--- src/rtl/lsu_pkg.sv ---
// Shared definitions for the load/store unit: RV32I size codes, FSM states
// and the request legality check.
package lsu_pkg;

  localparam logic [2:0] F3_B  = 3'b000;
  localparam logic [2:0] F3_H  = 3'b001;
  localparam logic [2:0] F3_W  = 3'b010;
  localparam logic [2:0] F3_BU = 3'b100;
  localparam logic [2:0] F3_HU = 3'b101;

  typedef enum logic [2:0] {
    IDLE  = 3'd0,
    RD    = 3'd1,
    LD    = 3'd2,
    MERGE = 3'd3,
    WR    = 3'd4,
    RESP  = 3'd5,
    ERR   = 3'd6
  } lsu_state_e;

  // Rejects unknown size codes for the access direction and unaligned H/W accesses.
  function automatic logic req_error(input logic       write,
                                     input logic [2:0] funct3,
                                     input logic [1:0] offset);
    logic legal;
    logic misaligned;
    if (write)
      legal = (funct3 == F3_B) || (funct3 == F3_H) || (funct3 == F3_W);
    else
      legal = (funct3 == F3_B) || (funct3 == F3_H) || (funct3 == F3_W) ||
              (funct3 == F3_BU) || (funct3 == F3_HU);
    misaligned = ((funct3[1:0] == 2'b01) && offset[0]) ||
                 ((funct3[1:0] == 2'b10) && (offset != 2'b00));
    return !legal || misaligned;
  endfunction

endpackage

--- src/rtl/lsu_if.sv ---
// Request/response handshake plus the word-addressed memory port of the LSU.
interface lsu_if #(
  parameter int ADDR_WIDTH = 10
);
  logic                  req_valid;
  logic                  req_ready;
  logic                  req_write;
  logic [2:0]            req_funct3;
  logic [31:0]           req_addr;
  logic [31:0]           req_wdata;
  logic                  resp_valid;
  logic [31:0]           resp_rdata;
  logic                  resp_misaligned;
  logic                  mem_read;
  logic                  mem_write;
  logic [ADDR_WIDTH-1:0] mem_address;
  logic [31:0]           mem_write_data;
  logic [31:0]           mem_read_data;

  // master: execute stage plus the memory it talks to; slave: the LSU itself
  modport master (
    output req_valid, req_write, req_funct3, req_addr, req_wdata, mem_read_data,
    input  req_ready, resp_valid, resp_rdata, resp_misaligned,
           mem_read, mem_write, mem_address, mem_write_data
  );

  modport slave (
    input  req_valid, req_write, req_funct3, req_addr, req_wdata, mem_read_data,
    output req_ready, resp_valid, resp_rdata, resp_misaligned,
           mem_read, mem_write, mem_address, mem_write_data
  );
endinterface

--- src/rtl/lsu_lane_align.sv ---
// Byte/half lane handling: load extraction with sign/zero extension, and the
// read-modify-write merge used for SB/SH since the memory has no byte enables.
module lsu_lane_align
  import lsu_pkg::*;
(
  input  logic [31:0] i_word,
  input  logic [31:0] i_wdata,
  input  logic [1:0]  i_offset,
  input  logic [2:0]  i_funct3,
  output logic [31:0] o_load_data,
  output logic [31:0] o_merge_data
);

  function automatic logic [31:0] load_extract(input logic [31:0] word,
                                               input logic [1:0]  offset,
                                               input logic [2:0]  funct3);
    logic [7:0]  b;
    logic [15:0] h;
    case (offset)
      2'd0:    b = word[7:0];
      2'd1:    b = word[15:8];
      2'd2:    b = word[23:16];
      default: b = word[31:24];
    endcase
    h = offset[1] ? word[31:16] : word[15:0];
    case (funct3)
      F3_B:    return {{24{b[7]}}, b};
      F3_BU:   return {24'd0, b};
      F3_H:    return {{16{h[15]}}, h};
      F3_HU:   return {16'd0, h};
      default: return word;
    endcase
  endfunction

  function automatic logic [31:0] store_merge(input logic [31:0] old_word,
                                              input logic [31:0] wdata,
                                              input logic [1:0]  offset,
                                              input logic [2:0]  funct3);
    logic [31:0] m;
    m = old_word;
    case (funct3)
      F3_B: begin
        case (offset)
          2'd0:    m[7:0]   = wdata[7:0];
          2'd1:    m[15:8]  = wdata[7:0];
          2'd2:    m[23:16] = wdata[7:0];
          default: m[31:24] = wdata[7:0];
        endcase
      end
      F3_H: begin
        if (offset[1]) m[31:16] = wdata[15:0];
        else           m[15:0]  = wdata[15:0];
      end
      default: m = wdata;
    endcase
    return m;
  endfunction

  assign o_load_data  = load_extract(i_word, i_offset, i_funct3);
  assign o_merge_data = store_merge(i_word, i_wdata, i_offset, i_funct3);

endmodule

--- src/rtl/load_store_unit.sv ---
// RV32I load/store initiator for a word-addressed, registered-read memory.
// One request in flight; responses are registered one-cycle pulses.
module load_store_unit
  import lsu_pkg::*;
#(
  parameter int DATA_WIDTH = 32,
  parameter int ADDR_WIDTH = 10
) (
  input  logic clk,
  input  logic rst,
  lsu_if.slave bus
);

  lsu_state_e              r_state;
  lsu_state_e              w_next;
  logic                    w_accept;
  logic                    r_write;
  logic [2:0]              r_funct3;
  logic [1:0]              r_offset;
  logic [ADDR_WIDTH-1:0]   r_word_addr;
  logic [DATA_WIDTH-1:0]   r_wdata;
  logic [DATA_WIDTH-1:0]   r_ld_data;
  logic                    r_resp_valid;
  logic [DATA_WIDTH-1:0]   r_resp_rdata;
  logic                    r_resp_mis;
  logic [DATA_WIDTH-1:0]   w_load_data;
  logic [DATA_WIDTH-1:0]   w_merge_data;

  lsu_lane_align u_align (
    .i_word       (bus.mem_read_data),
    .i_wdata      (r_wdata),
    .i_offset     (r_offset),
    .i_funct3     (r_funct3),
    .o_load_data  (w_load_data),
    .o_merge_data (w_merge_data)
  );

  always_ff @(posedge clk or posedge rst) begin
    if (rst) r_state <= IDLE;
    else     r_state <= w_next;
  end

  always_comb begin
    w_next   = r_state;
    w_accept = bus.req_valid && (r_state == IDLE);
    case (r_state)
      IDLE: begin
        if (w_accept) begin
          if (req_error(bus.req_write, bus.req_funct3, bus.req_addr[1:0]))
            w_next = ERR;
          else if (bus.req_write && (bus.req_funct3 == F3_W))
            w_next = WR;
          else
            w_next = RD;
        end
      end
      RD:      w_next = r_write ? MERGE : LD;
      LD:      w_next = RESP;
      MERGE:   w_next = RESP;
      WR:      w_next = RESP;
      RESP:    w_next = IDLE;
      ERR:     w_next = IDLE;
      default: w_next = IDLE;
    endcase
  end

  always_ff @(posedge clk or posedge rst) begin
    if (rst) begin
      r_write      <= 1'b0;
      r_funct3     <= 3'd0;
      r_offset     <= 2'd0;
      r_word_addr  <= '0;
      r_wdata      <= '0;
      r_ld_data    <= '0;
      r_resp_valid <= 1'b0;
      r_resp_rdata <= '0;
      r_resp_mis   <= 1'b0;
    end else begin
      if (w_accept) begin
        r_write     <= bus.req_write;
        r_funct3    <= bus.req_funct3;
        r_offset    <= bus.req_addr[1:0];
        r_word_addr <= bus.req_addr[ADDR_WIDTH+1:2];
        r_wdata     <= bus.req_wdata;
      end
      if (r_state == LD) r_ld_data <= w_load_data;
      // Response lands while the FSM is back in IDLE, so a new request can overlap it
      r_resp_valid <= (r_state == RESP) || (r_state == ERR);
      r_resp_mis   <= (r_state == ERR);
      r_resp_rdata <= ((r_state == RESP) && !r_write) ? r_ld_data : '0;
    end
  end

  assign bus.req_ready       = (r_state == IDLE);
  assign bus.resp_valid      = r_resp_valid;
  assign bus.resp_rdata      = r_resp_rdata;
  assign bus.resp_misaligned = r_resp_mis;

  // Memory strobes come from registered state only; async reset kills them at once
  assign bus.mem_read       = (r_state == RD);
  assign bus.mem_write      = (r_state == MERGE) || (r_state == WR);
  assign bus.mem_address    = r_word_addr;
  assign bus.mem_write_data = (r_state == MERGE) ? w_merge_data :
                              (r_state == WR)    ? r_wdata      : '0;

endmodule

--- src/flat_wrapper.sv ---
// flat-port wrapper written by rule: the top's interface ports become plain ports
module load_store_unit_flat import lsu_pkg::*;
#(
  parameter int DATA_WIDTH = 32,
  parameter int ADDR_WIDTH = 10
)
  (clk, rst, bus_req_valid, bus_req_write, bus_req_funct3, bus_req_addr, bus_req_wdata, bus_mem_read_data, bus_req_ready, bus_resp_valid, bus_resp_rdata, bus_resp_misaligned, bus_mem_read, bus_mem_write, bus_mem_address, bus_mem_write_data);
  lsu_if #(.ADDR_WIDTH(ADDR_WIDTH)) bus_i ();
  input  logic clk;
  input  logic rst;
  input wire logic [$bits(bus_i.req_valid)-1:0] bus_req_valid;
  input wire logic [$bits(bus_i.req_write)-1:0] bus_req_write;
  input wire logic [$bits(bus_i.req_funct3)-1:0] bus_req_funct3;
  input wire logic [$bits(bus_i.req_addr)-1:0] bus_req_addr;
  input wire logic [$bits(bus_i.req_wdata)-1:0] bus_req_wdata;
  input wire logic [$bits(bus_i.mem_read_data)-1:0] bus_mem_read_data;
  output wire logic [$bits(bus_i.req_ready)-1:0] bus_req_ready;
  output wire logic [$bits(bus_i.resp_valid)-1:0] bus_resp_valid;
  output wire logic [$bits(bus_i.resp_rdata)-1:0] bus_resp_rdata;
  output wire logic [$bits(bus_i.resp_misaligned)-1:0] bus_resp_misaligned;
  output wire logic [$bits(bus_i.mem_read)-1:0] bus_mem_read;
  output wire logic [$bits(bus_i.mem_write)-1:0] bus_mem_write;
  output wire logic [$bits(bus_i.mem_address)-1:0] bus_mem_address;
  output wire logic [$bits(bus_i.mem_write_data)-1:0] bus_mem_write_data;
  assign bus_i.req_valid = bus_req_valid;
  assign bus_i.req_write = bus_req_write;
  assign bus_i.req_funct3 = bus_req_funct3;
  assign bus_i.req_addr = bus_req_addr;
  assign bus_i.req_wdata = bus_req_wdata;
  assign bus_i.mem_read_data = bus_mem_read_data;
  assign bus_req_ready = bus_i.req_ready;
  assign bus_resp_valid = bus_i.resp_valid;
  assign bus_resp_rdata = bus_i.resp_rdata;
  assign bus_resp_misaligned = bus_i.resp_misaligned;
  assign bus_mem_read = bus_i.mem_read;
  assign bus_mem_write = bus_i.mem_write;
  assign bus_mem_address = bus_i.mem_address;
  assign bus_mem_write_data = bus_i.mem_write_data;
  load_store_unit #(.DATA_WIDTH(DATA_WIDTH), .ADDR_WIDTH(ADDR_WIDTH)) u_core (.clk(clk), .rst(rst), .bus(bus_i));
endmodule
--- config.mk ---
export PLATFORM = sky130hd
export DESIGN_NAME = load_store_unit_flat
export DESIGN_NICKNAME = d
export VERILOG_FILES = /design/src/rtl/lsu_pkg.sv /design/src/rtl/lsu_if.sv /design/src/rtl/lsu_lane_align.sv /design/src/rtl/load_store_unit.sv /design/src/flat_wrapper.sv
export SDC_FILE = /design/constraint.sdc
export NUM_CORES = 1
export LEC_CHECK = 0
export CORE_UTILIZATION = 30
export CTS_CLUSTER_DIAMETER = 40
export CTS_CLUSTER_SIZE = 20
export DETAILED_ROUTE_END_ITERATION = 6
export GPL_ROUTABILITY_DRIVEN = 1
export GPL_TIMING_DRIVEN = 1
export RECOVER_POWER = 25
export SKIP_CTS_REPAIR_TIMING = 1
export SYNTH_ARGS = -nofsm -noshare
export SYNTH_HDL_FRONTEND = slang
export SYNTH_SLANG_ARGS = --single-unit
--- constraint.sdc ---
create_clock -name clk -period 4.15 [get_ports clk]
set_input_delay 0.83 -clock clk [delete_from_list [all_inputs] [get_ports clk]]
set_output_delay 0.83 -clock clk [all_outputs]
set_load 0.005 [all_outputs]
==> impl_metrics.env <==
export IMPL_clock_fmax_ghz=0.255
export IMPL_design_die_area_um2=19400
export IMPL_cp_required_ns=3.32
export IMPL_drc=9
export IMPL_violations="DRC, capacitance limit, slew limit"
export IMPL_dr_pass1_iters=7
export IMPL_nFillCells=1692
export IMPL_ant_nets=0
export IMPL_final_min_clock_period_ns=3.92
export IMPL_cp_max_fo=14
export IMPL_antenna_found_initial=0
export IMPL_yosysSeqAreaShare_pct=51.9
export IMPL_ys_seq_elements=117
export IMPL_maxSlewHeadroom_pct=-0.789
export IMPL_dieWidth_um=139
export IMPL_rsz0062_at_grt="false"
export IMPL_async_reset_ff_share_pct=100
export IMPL_port_buffers=161
export IMPL_n_antenna_cell=0
export IMPL_hold_class="reg2reg"
export IMPL_synth_edf_count=0
export IMPL_max_cap_violations=1
export IMPL_final_area_um2=8040
export IMPL_power_density_nw_per_um2=713
export IMPL_slew_viol_final=34
export IMPL_crit_arrival_ns=3.09
export IMPL_fin_tns_setup_ns=0
export IMPL_cts_path_max_buffers=2
export IMPL_grt_pass1_vias=4775
export IMPL_wl_per_cell_um=19.0
export IMPL_finalSetupViolCount=0
export IMPL_end_kind="output port"
export IMPL_crit_type="reg2out"
export IMPL_h_tree_depth=4
export IMPL_root_buffer="clkbuf_16"
export IMPL_final_nets=783
export IMPL_skew_ns=0.00883
export IMPL_vdd_drop_max_uv=308
export IMPL_area_delta_synth_final_pct=42.3
export IMPL_start_kind="register"
export IMPL_worstHoldStart="u_core.r_ld_data[9]"
export IMPL_place_area_um2=7490
export IMPL_dr_total_vias=4676
export IMPL_synth_top_flop_cell="dfrtp_1"
export IMPL_clk_pin_slew_ns=0.05
export IMPL_ios=182
export IMPL_final_hold_viol_count=0
export IMPL_r2r_start="u_core.r_offset[1]"
export IMPL_clk_latency_ns=0.42
export IMPL_ys_warn_count=0
export IMPL_gp_congestion=0.833
export IMPL_syn_area_um2=5650
export IMPL_use_met3_pct=5.18
export IMPL_crit_start="u_core.r_state[1]"
export IMPL_core_area_um2=18200
export IMPL_synth_area_per_cell_um2=10.8
export IMPL_status="complete, but fails checks"
export IMPL_busiest_layer="met2"
export IMPL_wirelength_mm=17.5
export IMPL_dp_hpwl_mm=12.9
export IMPL_initial_core_util_pct=31.0
export IMPL_cts_sinks=117
export IMPL_grtUsageMet2_pct=29.2
export IMPL_postSynthCellCount=524
export IMPL_tightestPinTransition_ns=1.50
export IMPL_drt_iter0_drc=306
export IMPL_grt_use_met1_pct=25.3
export IMPL_tritoncts="yes"
export IMPL_rows=49
export IMPL_fp_dieH_um=139
export IMPL_viasPerCell=5.08
export IMPL_grt_max_degree=62
export IMPL_synth_nets=627
export IMPL_drive_gt1_share_pct=17.2
export IMPL_finalCritPeriodShare_pct=94.4
export IMPL_grt_pass1_wl_mm=27.4
export IMPL_p_leak_nw=3.45
export IMPL_numCtsBuffers=17
export IMPL_grt_use_total_pct=18.8
export IMPL_grt_ovfl_total=0
export IMPL_synth_cell_types=47
cell families after synthesis:
family | count (synthesis) | share of synthesized area, %
XOR/XNOR | 1 | 0.155
multiplexers | 63 | 12.5
AO/OA/AOI/OAI | 116 | 13.9
AND/OR/NAND/NOR | 181 | 17.8
buffers and inverters | 46 | 3.72
flip-flops | 117 | 51.9
path summary, 6_finish.rpt:
| path | cells after the start | endpoint | slack, ns |
|---|---|---|---|
| setup / recovery | 5 | bus_mem_write_data[5] | 0.23 |
| hold / removal | 1 | u_core.bus.resp_rdata[9] | 0.47 |
| setup reg to reg | 5 | u_core.r_ld_data[27] | 1.73 |
| hold reg to reg | 1 | u_core.bus.resp_rdata[9] | 0.47 |
| max in group asynchronous | 3 | u_core.r_wdata[17] | 0.88 |
| min in group asynchronous | 2 | u_core.bus.resp_rdata[6] | 1.21 |
placed cells by master, fill, tap and decap left out, drive strengths merged, types with 2 or more instances in the layout:
cell,n
a211o,8
a211oi,2
a21o,7
a21oi,25
a221o,5
a22o,15
a2bb2oi,7
a31oi,8
and2,40
buf,13
bufinv,2
clkbuf,22
clkdlybuf4s50,160
clkinv,7
clkinvlp,2
dfrtp,117
inv,7
mux2,50
mux2i,12
nand2,47
nand2b,3
nand3,32
nand3b,10
nor2,19
nor3,18
nor4,3
o21ai,32
o221ai,4
or2,3
or3b,2
metrics by stage:
stage / hold slack [ns] / util (%) / cells / setup slack, ns / power, mW
floorplan: 0.448 / - / 524 / 0.219 / 3.27
global placement: 0.464 / 41.1 / 890 / 0.756 / 4.28
detailed placement: 0.460 / 41.1 / 890 / 0.685 / 4.33
CTS: 0.472 / 44.2 / 921 / 0.244 / 5.77
global route: 0.498 / 44.1 / 921 / 0.0379 / 6.08
finish: 0.470 / 44.1 / 921 / 0.232 / 5.73
cells in the mapped netlist (all sizes together) (2+ instances only):
master	count	area share (%)
a211o	8	1.2
a211oi	2	0.35
a21o	7	0.93
a21oi	25	2.2
a221o	5	0.89
a22o	15	2.3
a2bb2oi	7	1.1
a31oi	8	0.89
and2	40	4.4
buf	14	1.6
clkbuf	24	1.6
dfrtp	117	52
inv	8	0.53
mux2	50	10
mux2i	12	2.1
nand2	47	3.1
nand2b	3	0.33
nand3	32	3.7
nand3b	10	1.4
nor2	19	1.3
nor3	18	1.6
nor4	3	0.60
o21ai	32	2.9
o221ai	4	0.62
or2	3	0.33
or3b	2	0.31
power by group:
group | switching [mW] | total, mW | internal (mW)
clock network | 0.515 | 1.42 | 0.904
registers | 0.378 | 1.98 | 1.61
logic | 1.09 | 2.33 | 1.24
total | 1.98 | 5.73 | 3.75
cell type report:
type	instances	area (µm²)	area share, %
flip-flops and latches	117	2930	36.4
multi-input cells	361	2510	31.2
inverters	8	31.3	0.389
clock inverters	10	106	1.32
well taps	229	287	3.57
clock buffers	21	460	5.73
repair buffers	175	1710	21.3
state kept, by name, indices dropped and copies added, names as in the netlist:
name                        flops
u_core.r_funct3                 3
u_core.r_wdata                 32
u_core.r_offset                 2
u_core.bus.resp_rdata          32
u_core.bus.mem_address         10
u_core.bus.resp_valid           1
u_core.r_ld_data               32
u_core.r_write                  1
u_core.r_state                  3
u_core.bus.resp_misaligned      1
per-layer routing:
metal  vias to the layer above  part of all wire (%)
met5                         -                     0
met4                         0                   1.8
met3                        30                   5.2
met2                       176                    46
met1                      2282                    47
li1                       2188                     -
worst max-delay path, stage by stage (launching register included):
cell and delay [ns]:
dfrtp_1 0.58, nand3b_1 0.29, nand2b_1 0.50, nor2_1 0.52, a22o_1 0.27, clkdlybuf4s50_1 0.51
Power figures use the tool's default switching activity.
